$ cat src/rtl/bcd_pkg.sv
// Shared definitions for the serial packed-BCD adder.
//   BCD_W / BCD_MAX : digit width and largest legal digit value
//   state_e         : FSM encoding (2'b11 is unused and falls back to idle)
//   digit_invalid() : true when a 4-bit digit is not a decimal digit
package bcd_pkg;

  localparam int unsigned BCD_W   = 4;
  localparam logic [3:0]  BCD_MAX = 4'd9;

  typedef enum logic [1:0] {
    StIdle = 2'b00,
    StAdd  = 2'b01,
    StDone = 2'b10
  } state_e;

  function automatic logic digit_invalid(input logic [BCD_W-1:0] d);
    return d > BCD_MAX;
  endfunction

endpackage

$ cat src/rtl/bcd_serial_adder_if.sv
// Request/result bundle of the serial BCD adder.
//   master : drives start, A, B, cin; observes busy, done, sum, cout, error
//   slave  : the adder side of the same signals
interface bcd_serial_adder_if #(
  parameter int unsigned NDIGITS = 4
);

  localparam int unsigned W = 4 * NDIGITS;

  logic         start;
  logic [W-1:0] A;
  logic [W-1:0] B;
  logic         cin;
  logic         busy;
  logic         done;
  logic [W-1:0] sum;
  logic         cout;
  logic         error;

  modport master (
    output start, A, B, cin,
    input  busy, done, sum, cout, error
  );

  modport slave (
    input  start, A, B, cin,
    output busy, done, sum, cout, error
  );

endinterface

$ cat src/rtl/bcd_digit_add.sv
// Single decimal digit adder with carry.
//   a, b : BCD digits (0..9)
//   ci   : decimal carry-in
//   s    : BCD sum digit
//   co   : decimal carry-out (raw sum exceeded 9)
module bcd_digit_add
  import bcd_pkg::*;
(
  input  logic [BCD_W-1:0] a,
  input  logic [BCD_W-1:0] b,
  input  logic             ci,
  output logic [BCD_W-1:0] s,
  output logic             co
);

  logic [BCD_W:0] t;

  always_comb begin
    t = {1'b0, a} + {1'b0, b} + {{BCD_W{1'b0}}, ci};
    if (t > {1'b0, BCD_MAX}) begin
      s  = BCD_W'(t - 5'd10);
      co = 1'b1;
    end else begin
      s  = t[BCD_W-1:0];
      co = 1'b0;
    end
  end

endmodule

$ cat src/rtl/bcd_serial_adder.sv
// Multi-digit packed-BCD adder, one digit per clock, least-significant first.
//   Clock  : rising-edge clock
//   Resetn : asynchronous active-low reset
//   bus    : start/A/B/cin request in; busy/done/sum/cout/error out
// An accepted request with any non-decimal operand digit skips the add
// phase and reports error with a zero result.
module bcd_serial_adder
  import bcd_pkg::*;
#(
  parameter int unsigned NDIGITS = 4
) (
  input  logic              Clock,
  input  logic              Resetn,
  bcd_serial_adder_if.slave bus
);

  localparam int unsigned W    = BCD_W * NDIGITS;
  localparam int unsigned IdxW = (NDIGITS > 1) ? $clog2(NDIGITS) : 1;

  state_e          state_q, state_d;
  logic [W-1:0]    a_q, a_d;
  logic [W-1:0]    b_q, b_d;
  logic [W-1:0]    sum_q, sum_d;
  logic            carry_q, carry_d;
  logic            cout_q, cout_d;
  logic            error_q, error_d;
  logic [IdxW-1:0] idx_q, idx_d;

  logic             operand_bad;
  logic [BCD_W-1:0] a_dig, b_dig, s_dig;
  logic             co_dig;
  logic             last_digit;

  always_comb begin
    operand_bad = 1'b0;
    for (int unsigned i = 0; i < NDIGITS; i++) begin
      if (digit_invalid(bus.A[BCD_W*i +: BCD_W]) || digit_invalid(bus.B[BCD_W*i +: BCD_W])) begin
        operand_bad = 1'b1;
      end
    end
  end

  // Digit select by index; constant part-selects keep the mux width-clean.
  always_comb begin
    a_dig = '0;
    b_dig = '0;
    for (int unsigned i = 0; i < NDIGITS; i++) begin
      if (idx_q == IdxW'(i)) begin
        a_dig = a_q[BCD_W*i +: BCD_W];
        b_dig = b_q[BCD_W*i +: BCD_W];
      end
    end
  end

  bcd_digit_add u_digit (
    .a  (a_dig),
    .b  (b_dig),
    .ci (carry_q),
    .s  (s_dig),
    .co (co_dig)
  );

  assign last_digit = (idx_q == IdxW'(NDIGITS - 1));

  always_comb begin
    state_d = state_q;
    a_d     = a_q;
    b_d     = b_q;
    sum_d   = sum_q;
    carry_d = carry_q;
    cout_d  = cout_q;
    error_d = error_q;
    idx_d   = idx_q;

    unique case (state_q)
      StIdle: begin
        if (bus.start) begin
          a_d     = bus.A;
          b_d     = bus.B;
          carry_d = bus.cin;
          idx_d   = '0;
          sum_d   = '0;
          cout_d  = 1'b0;
          if (operand_bad) begin
            error_d = 1'b1;
            state_d = StDone;
          end else begin
            error_d = 1'b0;
            state_d = StAdd;
          end
        end
      end
      StAdd: begin
        for (int unsigned i = 0; i < NDIGITS; i++) begin
          if (idx_q == IdxW'(i)) begin
            sum_d[BCD_W*i +: BCD_W] = s_dig;
          end
        end
        carry_d = co_dig;
        idx_d   = idx_q + 1'b1;
        if (last_digit) begin
          cout_d  = co_dig;
          state_d = StDone;
        end
      end
      StDone: state_d = StIdle;
      default: state_d = StIdle;
    endcase
  end

  always_ff @(posedge Clock or negedge Resetn) begin
    if (!Resetn) begin
      state_q <= StIdle;
      a_q     <= '0;
      b_q     <= '0;
      sum_q   <= '0;
      carry_q <= 1'b0;
      cout_q  <= 1'b0;
      error_q <= 1'b0;
      idx_q   <= '0;
    end else begin
      state_q <= state_d;
      a_q     <= a_d;
      b_q     <= b_d;
      sum_q   <= sum_d;
      carry_q <= carry_d;
      cout_q  <= cout_d;
      error_q <= error_d;
      idx_q   <= idx_d;
    end
  end

  assign bus.busy  = (state_q == StAdd);
  assign bus.done  = (state_q == StDone);
  assign bus.sum   = sum_q;
  assign bus.cout  = cout_q;
  assign bus.error = error_q;

endmodule

$ cat src/flat_wrapper.sv
// flat-port wrapper written by rule: the top's interface ports become plain ports
module bcd_serial_adder_flat import bcd_pkg::*;
#(
  parameter int unsigned NDIGITS = 4
)
  (Clock, Resetn, bus_start, bus_A, bus_B, bus_cin, bus_busy, bus_done, bus_sum, bus_cout, bus_error);
  bcd_serial_adder_if #(.NDIGITS(NDIGITS)) bus_i ();
  input  logic Clock;
  input  logic Resetn;
  input wire logic [$bits(bus_i.start)-1:0] bus_start;
  input wire logic [$bits(bus_i.A)-1:0] bus_A;
  input wire logic [$bits(bus_i.B)-1:0] bus_B;
  input wire logic [$bits(bus_i.cin)-1:0] bus_cin;
  output wire logic [$bits(bus_i.busy)-1:0] bus_busy;
  output wire logic [$bits(bus_i.done)-1:0] bus_done;
  output wire logic [$bits(bus_i.sum)-1:0] bus_sum;
  output wire logic [$bits(bus_i.cout)-1:0] bus_cout;
  output wire logic [$bits(bus_i.error)-1:0] bus_error;
  assign bus_i.start = bus_start;
  assign bus_i.A = bus_A;
  assign bus_i.B = bus_B;
  assign bus_i.cin = bus_cin;
  assign bus_busy = bus_i.busy;
  assign bus_done = bus_i.done;
  assign bus_sum = bus_i.sum;
  assign bus_cout = bus_i.cout;
  assign bus_error = bus_i.error;
  bcd_serial_adder #(.NDIGITS(NDIGITS)) u_core (.Clock(Clock), .Resetn(Resetn), .bus(bus_i));
endmodule
$ cat config.mk
export PLATFORM = sky130hd
export DESIGN_NAME = bcd_serial_adder_flat
export DESIGN_NICKNAME = d
export VERILOG_FILES = /design/src/rtl/bcd_pkg.sv /design/src/rtl/bcd_serial_adder_if.sv /design/src/rtl/bcd_digit_add.sv /design/src/rtl/bcd_serial_adder.sv /design/src/flat_wrapper.sv
export SDC_FILE = /design/constraint.sdc
export NUM_CORES = 1
export LEC_CHECK = 0
export ABC_AREA = 1
export CAP_MARGIN = 0
export CORE_MARGIN = 4
export CORE_UTILIZATION = 50
export CTS_CLUSTER_DIAMETER = 60
export CTS_CLUSTER_SIZE = 24
export DETAILED_ROUTE_END_ITERATION = 12
export GPL_TIMING_DRIVEN = 0
export HOLD_SLACK_MARGIN = 0.15
export PLACE_DENSITY = 0.82
export SETUP_SLACK_MARGIN = 0.2
export SLEW_MARGIN = 15
export SYNTH_ARGS = -nofsm -noshare
export SYNTH_HDL_FRONTEND = slang
export SYNTH_SLANG_ARGS = --single-unit
$ cat constraint.sdc
create_clock -name Clock -period 3.6 [get_ports Clock]
set_clock_uncertainty 0.2 [all_clocks]
set_input_delay 0.54 -clock Clock [delete_from_list [all_inputs] [get_ports Clock]]
set_output_delay 0.54 -clock Clock [all_outputs]
set_load 0.02 [all_outputs]
==> results of run 1 <==
==> flip-flops by register name, indices dropped and copies added (netlist names) <==
signal / flops
u_core.a_q: 16
u_core.b_q: 16
u_core.bus.sum: 16
u_core.idx_q: 2
u_core.state_q: 2
u_core.bus.cout: 1
u_core.bus.error: 1
u_core.carry_q: 1
==> worst register-to-register path: cells and delay by family (launching register included) <==
kind | cells | cell delay, ns
fa+ha+maj | 4 | 1.30
simple gates | 7 | 0.61
compound gates | 4 | 0.44
flops | 1 | 0.41
buf+inv | 4 | 0.33
==> layout make-up <==
type / instances / share of cell area, %
clock buffers: 5 / 1.76
flip-flops and latches: 55 / 35.3
inverters: 39 / 4.10
well taps: 72 / 2.31
clock inverters: 3 / 0.641
plain buffers: 12 / 2.98
repair buffers: 72 / 17.4
multi-input cells: 243 / 35.5
==> where the power goes <==
group	internal (W)	total (W)	switching, W
Clock	0.000140	0.000351	0.000212
Sequential	0.000687	0.000731	0.0000440
Combinational	0.000335	0.000805	0.000469
Total	0.00116	0.00189	0.000725
==> path summary, 6_finish.rpt <==
kind                                                     from                             end  slack, ns  cells after the start
max in group asynchronous                              Resetn     u_core.idx_q[0]$_DFFE_PN0P_       2.13                      2
worst min-delay path            u_core.bus.sum[8]$_DFFE_PN0P_   u_core.bus.sum[8]$_DFFE_PN0P_       0.28                      2
worst max register to register    u_core.idx_q[1]$_DFFE_PN0P_  u_core.bus.sum[14]$_DFFE_PN0P_       0.26                     19
worst min register to register  u_core.bus.sum[8]$_DFFE_PN0P_   u_core.bus.sum[8]$_DFFE_PN0P_       0.28                      2
worst max-delay path              u_core.idx_q[1]$_DFFE_PN0P_  u_core.bus.sum[14]$_DFFE_PN0P_       0.26                     19
min in group asynchronous                              Resetn     u_core.bus.cout$_DFFE_PN0P_       0.60                      2
==> per-stage QoR <==
stage          total power [W]  area [sq um]  hold slack (ns)  setup TNS, ns
2_1_floorplan          0.00115          2880           0.0444              0
3_3_place_gp           0.00131          3520            0.254         -0.716
3_5_place_dp           0.00133          3520            0.264          -1.77
4_1_cts                0.00184          3820            0.290              0
5_1_grt                0.00200          3900            0.311              0
6_report               0.00189          3900            0.283              0
==> repair_timing <==
action,CTS,global route
setup buffers,12,4
pin swaps,7,10
resized for setup,31,17
hold endpoints to repair,55,0
hold buffers,1,0
cloned,0,0
setup endpoints to repair,14,14
==> Yosys cell counts, types with 5 or more instances <==
cell type  instances
a22oi_1            7
nand2_1          132
nand4_1            8
inv_1             28
ha_1               8
dfrtp_1           55
buf_2              7
o21ai_1           15
nand3_1           11
nor2_1             8
o21ai_0           14
buf_6              5
a21oi_1           14
inv_2              8
==> metal layers <==
layer	vias up	global-route usage, %	share of wire (%)
met2	83	34.1	50
met3	14	3.85	5.4
li1	1274	-	-
met4	0	5.85	1.7
met1	1208	26.8	43
met5	-	0	0
==> kinds of logic (layout without fill, tap and decap cells) <==
group	count (synthesis)	count (layout)	share of synthesized area [%]
compound gates	63	63	13.9
flops	55	55	47.7
simple gates	170	170	25.1
fa+ha+maj	10	10	4.86
buf+inv	51	131	8.42
==> summary.md, run 1 <==
| Metric | Value |
|---|---|
| Outcome | finished, final reports clean |
| LEAKAGE | slightly below 2 nW |
| GPL Wtd Cong | approximately 0.85 |
| Synth-to-layout area growth | 35.4% |
| GRT Resource Usage Total | between 20 and 25% |
| Number of global-route vias before repair | 2557 |
| Crit path DAT | ~3.4 ns |
| FF+latch area | between 0.001 and 0.0015 sq mm |
| Final Util | just over 70% |
| RSZ-0062 raised after global routing | yes |
| WL final | approximately 6900 um |
| Synth async-reset ratio | 100% |
| Most common cell after layout, fill and taps aside | nand2_1 |
| Total of warnings raised by yosys | 0 |
| Final hold viol count | 0 |
| Seq/Total Area, Yosys | a little under half |
| Mapped cell area | 0.00288 sq mm |
| Starting Density | a little over half |
| Bufs on Longest Clock Path | 2 |
| Vias post-DR | roughly 2600 |
| CTS root buffer | clkbuf_8 |
| CTS clock-pin slew for the worst setup and hold paths | about 0.1 ns |
| Crit path max-delay cell type | fa_2 |
| Antenna-violating nets left | 0 |
| Critical path, cell by cell | inv_2 > ha_4 > buf_6 > inv_4 > nand2_2 > inv_2 > a22oi_2 > a21oi_2 > a21oi_2 > fa_2 > fa_2 > ha_4 > nand2_1 > a21boi_2 > nand2_2 > nand2_4 > nand2_4 > nand4_1 > nand2_1 |
| Port Buf Inserts | 55 |
| Post-synth EDFFs | 0 |
| Final Non-Filler Cells | 501 |
| CTS tree | yes |
| HP Class | reg2reg |
| Clk Latency, worst-skew pair | between 0.3 and 0.4 ns |
| Post-DR wirelength/cell | ~14 um |
| CTS Buf Count | 5 |
| Inserted Diodes | 0 |
| Number of synthesized register bits | 55 |
| Worst Path Required | 3.66 ns |
| Number of fill cells in the layout | 430 |
| Multi-input logic area | between 0.001 and 0.0015 sq mm |
| GRT overflow | 0 |
| Worst Path Max Fanout | 4 |
| Core area | 0.00554 sq mm |
| Relative slew slack | 55.3% |
| Die Y | ~84 um |
| Final period util | 92.8% |
| CTS sink cnt | 55 |
| Syn Area/Cell | between 8 and 9 sq um |
| Pwr dens | between 400 and 500 mW/mm^2 |
| Cell variety after synth | 35 |
| Via density per instance | 5.15 |
| Worst setup margin | 0.261 ns |
| Placed insts | roughly 480 |
| First-pass DRT Iterations | 4 |
| CP peak stage delay | around 0.59 ns |
| Crit path max-delay family | adder cells |
| Dpl hpwl | roughly 5000 um |
| Tmin final | around 3.3 ns |
| Post-synth top area share | 47.7% |
| Nets | between 400 and 500 |
| Slew Limit Fails | 0 |
| DRT iter0 DRCs | 139 |
| Crit path launch type | register |
| Remaining DRCs | 0 |
| Max_cap viols | 0 |
| Global-route wire length before repair | about 12000 um |
| H-tree depth | 2 |
| Cells after Synth | 349 |
| Worst vdd ir | between 0.2 and 0.25 mV |
| Synthesized Nets | roughly 400 |
| Final setup violation count | 0 |
| Top_reg_cell synth | dfrtp_1 |
| Die width | between 80 and 90 um |
| Io pins | 56 |
| Crit Path Class | reg2reg |
| Pre-CTS setup slack | -0.145 ns |
| Yosys top cell by area | dfrtp_1 |
| Critical Path Sink Type | register |
| Die area | 0.00704 sq mm |
| Fmax | 299 MHz |
| Worst-Margin Slew | 0.671 ns |
| Share of cells above drive strength 1 | between 20% and 30% |
| CP bufs+invs | 4 |
| Most frequent cells in the layout | 126 x nand2_1, 54 x clkdlybuf4s50_1, 54 x dfrtp_1 |
| Initial antenna violation count | 0 |
| Largest net degree at the start of global routing | 56 |
| # rows | 27 |
| Synth area leaders | dfrtp_1 48%, nand2_1 17%, inv_1 3.6%, ha_1 3.5%, o21ai_1 2.6% |
Note: power is estimated with default switching activity, not from simulation.
==> run 2: changes to the inputs <==
--- a/config.mk
+++ b/config.mk
@@ -6,15 +6,16 @@
 export NUM_CORES = 1
 export LEC_CHECK = 0
 export ABC_AREA = 1
-export CAP_MARGIN = 0
+export CAP_MARGIN = 20
 export CORE_MARGIN = 4
 export CORE_UTILIZATION = 50
 export CTS_CLUSTER_DIAMETER = 60
 export CTS_CLUSTER_SIZE = 24
 export DETAILED_ROUTE_END_ITERATION = 12
+export DONT_BUFFER_PORTS = 1
 export GPL_TIMING_DRIVEN = 0
 export HOLD_SLACK_MARGIN = 0.15
-export PLACE_DENSITY = 0.82
+export PLACE_DENSITY = 0.7
 export SETUP_SLACK_MARGIN = 0.2
 export SLEW_MARGIN = 15
 export SYNTH_ARGS = -nofsm -noshare
==> summary.md, run 2 (same netlist as run 1, synthesis figures left out) <==
| Metric | Value |
|---|---|
| Port Buf Inserts | 0 (was 55) |
| Post-DR wirelength/cell | 15.2 um (was 13.8 um) |
| WHS Path Cells | 2 (unchanged) |
| First-pass DRT Iterations | 4 (unchanged) |
| Number of global-route vias before repair | 2490 (was 2557) |
| Clk Latency, worst-skew pair | 0.31 ns (was 0.32 ns) |
| CTS sink cnt | 55 (unchanged) |
| CTS Buf Count | 5 (unchanged) |
| GRT overflow | 0 (unchanged) |
| Vias post-DR | 2428 (was 2579) |
| Core area | 0.00554 sq mm (unchanged) |
| Slew Limit Fails | 0 (unchanged) |
| Final setup violation count | 0 (unchanged) |
| H-tree depth | 2 (unchanged) |
| CTS tree | yes (unchanged) |
| Crit path launch type | register (unchanged) |
| GRT Resource Usage Total | 20.5% (was 20.3%) |
| Crit path DAT | 3.31 ns (was 3.40 ns) |
| Worst r2r src | u_core.idx_q[0]$_DFFE_PN0P_ (was u_core.idx_q[1]$_DFFE_PN0P_) |
| Cell area after placement | 0.00297 sq mm (was 0.00352 sq mm) |
| GPL Wtd Cong | 0.846 (was 0.854) |
| DRT iter0 DRCs | 106 (was 139) |
| Die width | 83.9 um (unchanged) |
| Synth-to-layout area growth | 25.1% (was 35.4%) |
| Final Cell Area | 0.00361 sq mm (was 0.00390 sq mm) |
| Pre-CTS setup slack | -0.163 ns (was -0.145 ns) |
| Initial antenna violation count | 0 (unchanged) |
| Worst-Margin Slew | 0.393 ns (was 0.671 ns) |
| Hold Path End | u_core.a_q[9]$_DFFE_PN0P_ (was u_core.bus.sum[8]$_DFFE_PN0P_) |
| Die Y | 83.9 um (unchanged) |
| Share of cells above drive strength 1 | 24.0% (was 21.2%) |
| Worst setup margin | 0.298 ns (was 0.261 ns) |
| Io pins | 56 (unchanged) |
| Remaining DRCs | 0 (unchanged) |
| Die area | 0.00704 sq mm (unchanged) |
| Inserted Diodes | 0 (unchanged) |
| CP peak stage delay | 0.45 ns (was 0.59 ns) |
| Worst vdd ir | 0.280 mV (was 0.227 mV) |
| Largest net degree at the start of global routing | 56 (unchanged) |
| HP Start | bus_A[9] (was u_core.bus.sum[8]$_DFFE_PN0P_) |
| Met1 GRT Util | 26.1% (was 26.8%) |
| Antenna-violating nets left | 0 (unchanged) |
| Crit path max-delay cell type | dfrtp_2 (was fa_2) |
| HP Class | in2reg (was reg2reg) |
| RSZ-0062 raised after global routing | no (was yes) |
| Total power draw | 0.00193 W (was 0.00189 W) |
| Starting Density | 52.0% (unchanged) |
| Most Frequent Cell on Critical Path | buf_6 |
| Via density per instance | 5.24 (was 5.15) |
| Nets | 436 (was 474) |
| Critical path, cell by cell | ha_2 > buf_6 > inv_4 > buf_8 > o21ai_1 > a21oi_2 > a21oi_2 > fa_2 > fa_2 > nand2_2 > nand2_4 > buf_6 > buf_6 > a21boi_4 > nand2_4 > nand2_8 > nand3_4 > nand3_1 > nand2_1 (was inv_2 > ha_4 > buf_6 > inv_4 > nand2_2 > inv_2 > a22oi_2 > a21oi_2 > a21oi_2 > fa_2 > fa_2 > ha_4 > nand2_1 > a21boi_2 > nand2_2 > nand2_4 > nand2_4 > nand4_1 > nand2_1) |
| Global-route wire length before repair | 11700 um (was 11600 um) |
| Tmin final | 3.30 ns (was 3.34 ns) |
| Worst Path Max Fanout | 8 (was 4) |
| Busiest grt layer | met2 (unchanged) |
| Crit Path Class | reg2reg (unchanged) |
| RR Endpoint | u_core.bus.sum[3]$_DFFE_PN0P_ (was u_core.bus.sum[14]$_DFFE_PN0P_) |
| WL final | 7060 um (was 6920 um) |
| Pwr dens | 536 mW/mm^2 (was 483 mW/mm^2) |
| Dpl hpwl | 4750 um (was 4990 um) |
| Most frequent cells in the layout | 124 x nand2_1, 54 x dfrtp_1, 23 x inv_1 (was 126 x nand2_1, 54 x clkdlybuf4s50_1, 54 x dfrtp_1) |
| R2r setup slk | 0.30 ns (was 0.26 ns) |
| Bufs on Longest Clock Path | 2 (unchanged) |
| Max_cap viols | 0 (unchanged) |
| LEAKAGE | 1.84 nW (was 1.94 nW) |
| Final hold viol count | 0 (unchanged) |
| Critical Path Sink Type | register (unchanged) |
| # rows | 27 (unchanged) |
| Met3 Use GR | 4.64% (was 3.85%) |
| Grt met2 use | 34.7% (was 34.1%) |
| Most common cell after layout, fill and taps aside | nand2_1 (unchanged) |
| Worst-case reg-to-reg path depth | 19 (unchanged) |
| Final period util | 91.7% (was 92.8%) |
| CTS clock-pin slew for the worst setup and hold paths | 0.10 ns (about the same) |
| Outcome | finished, final reports clean (unchanged) |
| Worst Path Required | 3.60 ns (was 3.66 ns) |
| CTS root buffer | clkbuf_8 (unchanged) |
| Fmax | 303 MHz (was 299 MHz) |
| Setup TNS | 0 ns (unchanged) |
| Relative slew slack | 73.7% (was 55.3%) |
run 2: cell types whose count changed in the layout (fill, tap and decap cells not counted), sizes merged:
cell,previous run,this run
clkinvlp,2,1
clkdlybuf4s50,54,0
clkbuf,5,7
dlygate4sd3,1,18
inv,37,38
clkinv,3,1
buf,29,28
run 2: how the worst max path moves through the flow:
stage,from,end
5_1_grt,u_core.idx_q[1]$_DFFE_PN0P_,u_core.bus.sum[11]$_DFFE_PN0P_
2_1_floorplan,u_core.idx_q[1]$_DFFE_PN0P_,u_core.bus.sum[13]$_DFFE_PN0P_
3_5_place_dp,u_core.idx_q[1]$_DFFE_PN0P_,u_core.bus.sum[13]$_DFFE_PN0P_
3_3_place_gp,u_core.idx_q[1]$_DFFE_PN0P_,u_core.bus.sum[13]$_DFFE_PN0P_
6_report,u_core.idx_q[0]$_DFFE_PN0P_,u_core.bus.sum[3]$_DFFE_PN0P_
4_1_cts,u_core.idx_q[1]$_DFFE_PN0P_,u_core.bus.sum[11]$_DFFE_PN0P_
run 2: what timing repair did:
item	in CTS	in global routing
endpoints found under the hold margin	72	0
endpoints found under the setup margin	14	14
pin swaps	7	14
setup buffers	4	11
hold buffers	19	0
gates resized for setup	25	42
run 2: critical path: cells and delay by family, from the launching register on:
| kind | cells | cell delay, ns |
|---|---|---|
| and+or+nand+nor | 7 | 0.60 |
| buffers and inverters | 5 | 0.54 |
| DFF | 1 | 0.45 |
| adders and majority gates | 3 | 0.93 |
| AOI/OAI and AO/OA | 4 | 0.44 |
run 2: power by group:
group	leakage [nW]	internal, W	switching (W)
clock	0.0422	0.000137	0.000198
sequential	0.704	0.000687	0.0000537
combinational	1.09	0.000356	0.000501
total	1.84	0.00118	0.000753
run 2: cell type report:
type	instances	area, sq um
Fill cell	450	1930
Multi-Input combinational cell	243	1440
Sequential cell	55	1380
Timing Repair Buffer	34	332
Inverter	39	163
Buffer	12	120
Tap cell	72	90.1
Clock buffer	7	76.3
Clock inverter	1	5.00
run 2: per-stage QoR:
step	std cells	hold WS [ns]	utilization (%)
floorplan	349	0.0444	-
global placement	421	0.0467	53.7
detailed placement	421	0.0464	53.7
CTS	452	0.150	60.9
global route	463	0.154	65.1
finish	463	0.155	65.1
run 2: layer usage:
metal  wire (um)  up-vias
met2        3550       63
li1            -     1206
met3         375       11
met1        3030     1148
met4         108        0
met5           0        -
==> run 3: changes to the inputs <==
--- a/config.mk
+++ b/config.mk
@@ -15,7 +15,7 @@
 export DONT_BUFFER_PORTS = 1
 export GPL_TIMING_DRIVEN = 0
 export HOLD_SLACK_MARGIN = 0.15
-export PLACE_DENSITY = 0.7
+export PLACE_DENSITY = 0.73
 export SETUP_SLACK_MARGIN = 0.2
 export SLEW_MARGIN = 15
 export SYNTH_ARGS = -nofsm -noshare
==> constraint.sdc (replaced) <==
create_clock -name Clock -period 2.9 [get_ports Clock]
set_clock_uncertainty 0.2 [all_clocks]
set_input_delay 0.435 -clock Clock [delete_from_list [all_inputs] [get_ports Clock]]
set_output_delay 0.435 -clock Clock [all_outputs]
set_load 0.02 [all_outputs]
==> summary.md, run 3 (same netlist as run 1, synthesis figures left out) <==
| Metric | Value |
|---|---|
| Io pins | 56 (unchanged) |
| WL final | 7360 um (was 7060 um) |
| CTS clock-pin slew for the worst setup and hold paths | 0.10 ns (about the same) |
| HP Class | in2reg (unchanged) |
| Bufs on Longest Clock Path | 2 (unchanged) |
| Initial antenna violation count | 0 (unchanged) |
| CTS root buffer | clkbuf_8 (unchanged) |
| CTS Buf Count | 5 (unchanged) |
| CP Launch Point | u_core.idx_q[1]$_DFFE_PN0P_ (was u_core.idx_q[0]$_DFFE_PN0P_) |
| Antenna-violating nets left | 0 (unchanged) |
| Starting Density | 52.0% (unchanged) |
| Crit path launch type | register (unchanged) |
| Number of fill cells in the layout | 433 (was 450) |
| Inserted Diodes | 0 (unchanged) |
| Synth-to-layout area growth | 30.9% (was 25.1%) |
| GPL Wtd Cong | 0.913 (was 0.846) |
| Fmax | 298 MHz (was 303 MHz) |
| Worst r2r src | u_core.idx_q[1]$_DFFE_PN0P_ (was u_core.idx_q[0]$_DFFE_PN0P_) |
| Failing checks | setup timing |
| Port Buf Inserts | 0 (unchanged) |
| Nets | 452 (was 436) |
| Crit Path Class | reg2reg (unchanged) |
| Worst setup margin | -0.455 ns (was 0.298 ns) |
| Total power draw | 0.00250 W (was 0.00193 W) |
| Remaining DRCs | 0 (unchanged) |
| Placed insts | 421 (unchanged) |
| Clk Latency, worst-skew pair | 0.31 ns (about the same) |
| Pwr dens | 661 mW/mm^2 (was 536 mW/mm^2) |
| Pre-CTS setup slack | -0.611 ns (was -0.163 ns) |
| CTS sink cnt | 55 (unchanged) |
| Die area | 0.00704 sq mm (unchanged) |
| Vias post-DR | 2510 (was 2428) |
| First-pass DRT Iterations | 4 (unchanged) |
| Critical Path Sink Type | register (unchanged) |
| Relative slew slack | 74.2% (was 73.7%) |
| Max_cap viols | 0 (unchanged) |
| DRT iter0 DRCs | 149 (was 106) |
| Post-DR wirelength/cell | 15.4 um (was 15.2 um) |
| Outcome | finished with violations (was finished, final reports clean) |
| Crit path DAT | 3.37 ns (was 3.31 ns) |
| GRT Resource Usage Total | 21.8% (was 20.5%) |
| Most frequent cells in the layout | 124 x nand2_1, 55 x dfrtp_1, 34 x dlygate4sd3_1 (was 124 x nand2_1, 54 x dfrtp_1, 23 x inv_1) |
| H-tree depth | 2 (unchanged) |
| Core area | 0.00554 sq mm (unchanged) |
| Tmin final | 3.35 ns (was 3.30 ns) |
| Worst vdd ir | 0.339 mV (was 0.280 mV) |
| Die width | 83.9 um (unchanged) |
| Worst Path Required | 2.92 ns (was 3.60 ns) |
| # rows | 27 (unchanged) |
| Dpl hpwl | 4840 um (was 4750 um) |
| Final period util | 116% (was 91.7%) |
| Slew Limit Fails | 0 (unchanged) |
| Via density per instance | 5.24 (about the same) |
| Worst-Margin Slew | 0.385 ns (was 0.393 ns) |
| Number of global-route vias before repair | 2533 (was 2490) |
| Worst Path Max Fanout | 5 (was 8) |
| Share of cells above drive strength 1 | 22.6% (was 24.0%) |
| GRT overflow | 0 (unchanged) |
| Die Y | 83.9 um (unchanged) |
| Final setup violation count | 14 (was 0) |
| CTS tree | yes (unchanged) |
| HP Start | bus_start (was bus_A[9]) |
| LEAKAGE | 1.91 nW (was 1.84 nW) |
| Global-route wire length before repair | 12200 um (was 11700 um) |
| RSZ-0062 raised after global routing | yes (was no) |
| Most common cell after layout, fill and taps aside | nand2_1 (unchanged) |
| Final hold viol count | 0 (unchanged) |
| Final Non-Filler Cells | 479 (was 463) |
| Largest net degree at the start of global routing | 56 (unchanged) |
-- run 3: cell types whose count changed in the layout (fill, tap and decap cells not counted), moves of 2 or more --
cell / change
dlygate4sd3_1: +16
buf_6: -3
nand2_2: +2
bufinv_16: +2
buf_4: +3
-- run 3: critical path, stage by stage, from the launching register on --
cell	delay, ns
dfrtp_1	0.41
inv_2	0.09
ha_4	0.16
buf_8	0.13
inv_6	0.05
nand2_4	0.04
inv_4	0.07
a22oi_2	0.05
o21ai_1	0.17
o21ai_2	0.10
fa_2	0.38
fa_2	0.41
nand2_2	0.08
nand2_2	0.07
ha_4	0.17
nand2_2	0.04
a21boi_2	0.15
nand2_2	0.10
nand2_4	0.13
nand3_4	0.11
nand3_2	0.09
nand2_1	0.06
-- run 3: layout make-up --
| type | count | area, sq um | area share, % |
|---|---|---|---|
| tap | 72 | 90.1 | 2.39 |
| buffer | 12 | 120 | 3.18 |
| clock buffer | 6 | 72.6 | 1.92 |
| multi-input combinational | 243 | 1410 | 37.5 |
| timing repair buffer | 50 | 480 | 12.7 |
| clock inverter | 2 | 60.1 | 1.59 |
| sequential | 55 | 1380 | 36.5 |
| inverter | 39 | 161 | 4.28 |
-- run 3: timing repair --
action / CTS / global route
hold endpoints to repair: 88 / 0
pin swaps: 10 / 17
hold buffers: 35 / 0
setup endpoints to repair: 16 / 18
setup buffers: 11 / 4
gates resized for setup: 22 / 12
-- run 3: per-layer routing --
metal  vias up  GRT usage (%)  share of wire (%)
li1       1232              -                  -
met1      1190           27.9                 43
met2        77           35.7                 49
met3        11           5.73                6.2
met4         0           7.60                1.6
met5         -              0                  0
-- run 3: where the power goes --
part / internal (W) / switching, W
combinational: 0.000399 / 0.000567
clock: 0.000345 / 0.000260
sequential: 0.000852 / 0.0000712
total: 0.00160 / 0.000899
-- run 3: final timing paths --
path | end | slack [ns] | cells past startpoint
max | u_core.bus.sum[3]$_DFFE_PN0P_ | -0.45 | 21
min | u_core.bus.sum[15]$_DFFE_PN0P_ | 0.24 | 4
max reg2reg | u_core.bus.sum[3]$_DFFE_PN0P_ | -0.45 | 21
min reg2reg | u_core.b_q[1]$_DFFE_PN0P_ | 0.29 | 2
max in group asynchronous | u_core.a_q[11]$_DFFE_PN0P_ | 1.83 | 2
min in group asynchronous | u_core.b_q[14]$_DFFE_PN0P_ | 0.42 | 2
-- run 3: stage by stage --
| stage | hold WS, ns | area (sq um) | TNS (ns) | util [%] |
|---|---|---|---|---|
| floorplan | -0.0606 | 2950 | -3.32 | - |
| global placement | -0.0584 | 3040 | -7.08 | 54.9 |
| detailed placement | -0.0583 | 3040 | -8.01 | 54.9 |
| CTS | 0.240 | 3710 | -4.76 | 67.0 |
| global route | 0.241 | 3770 | -7.96 | 68.1 |
| finish | 0.240 | 3770 | -5.91 | 68.1 |
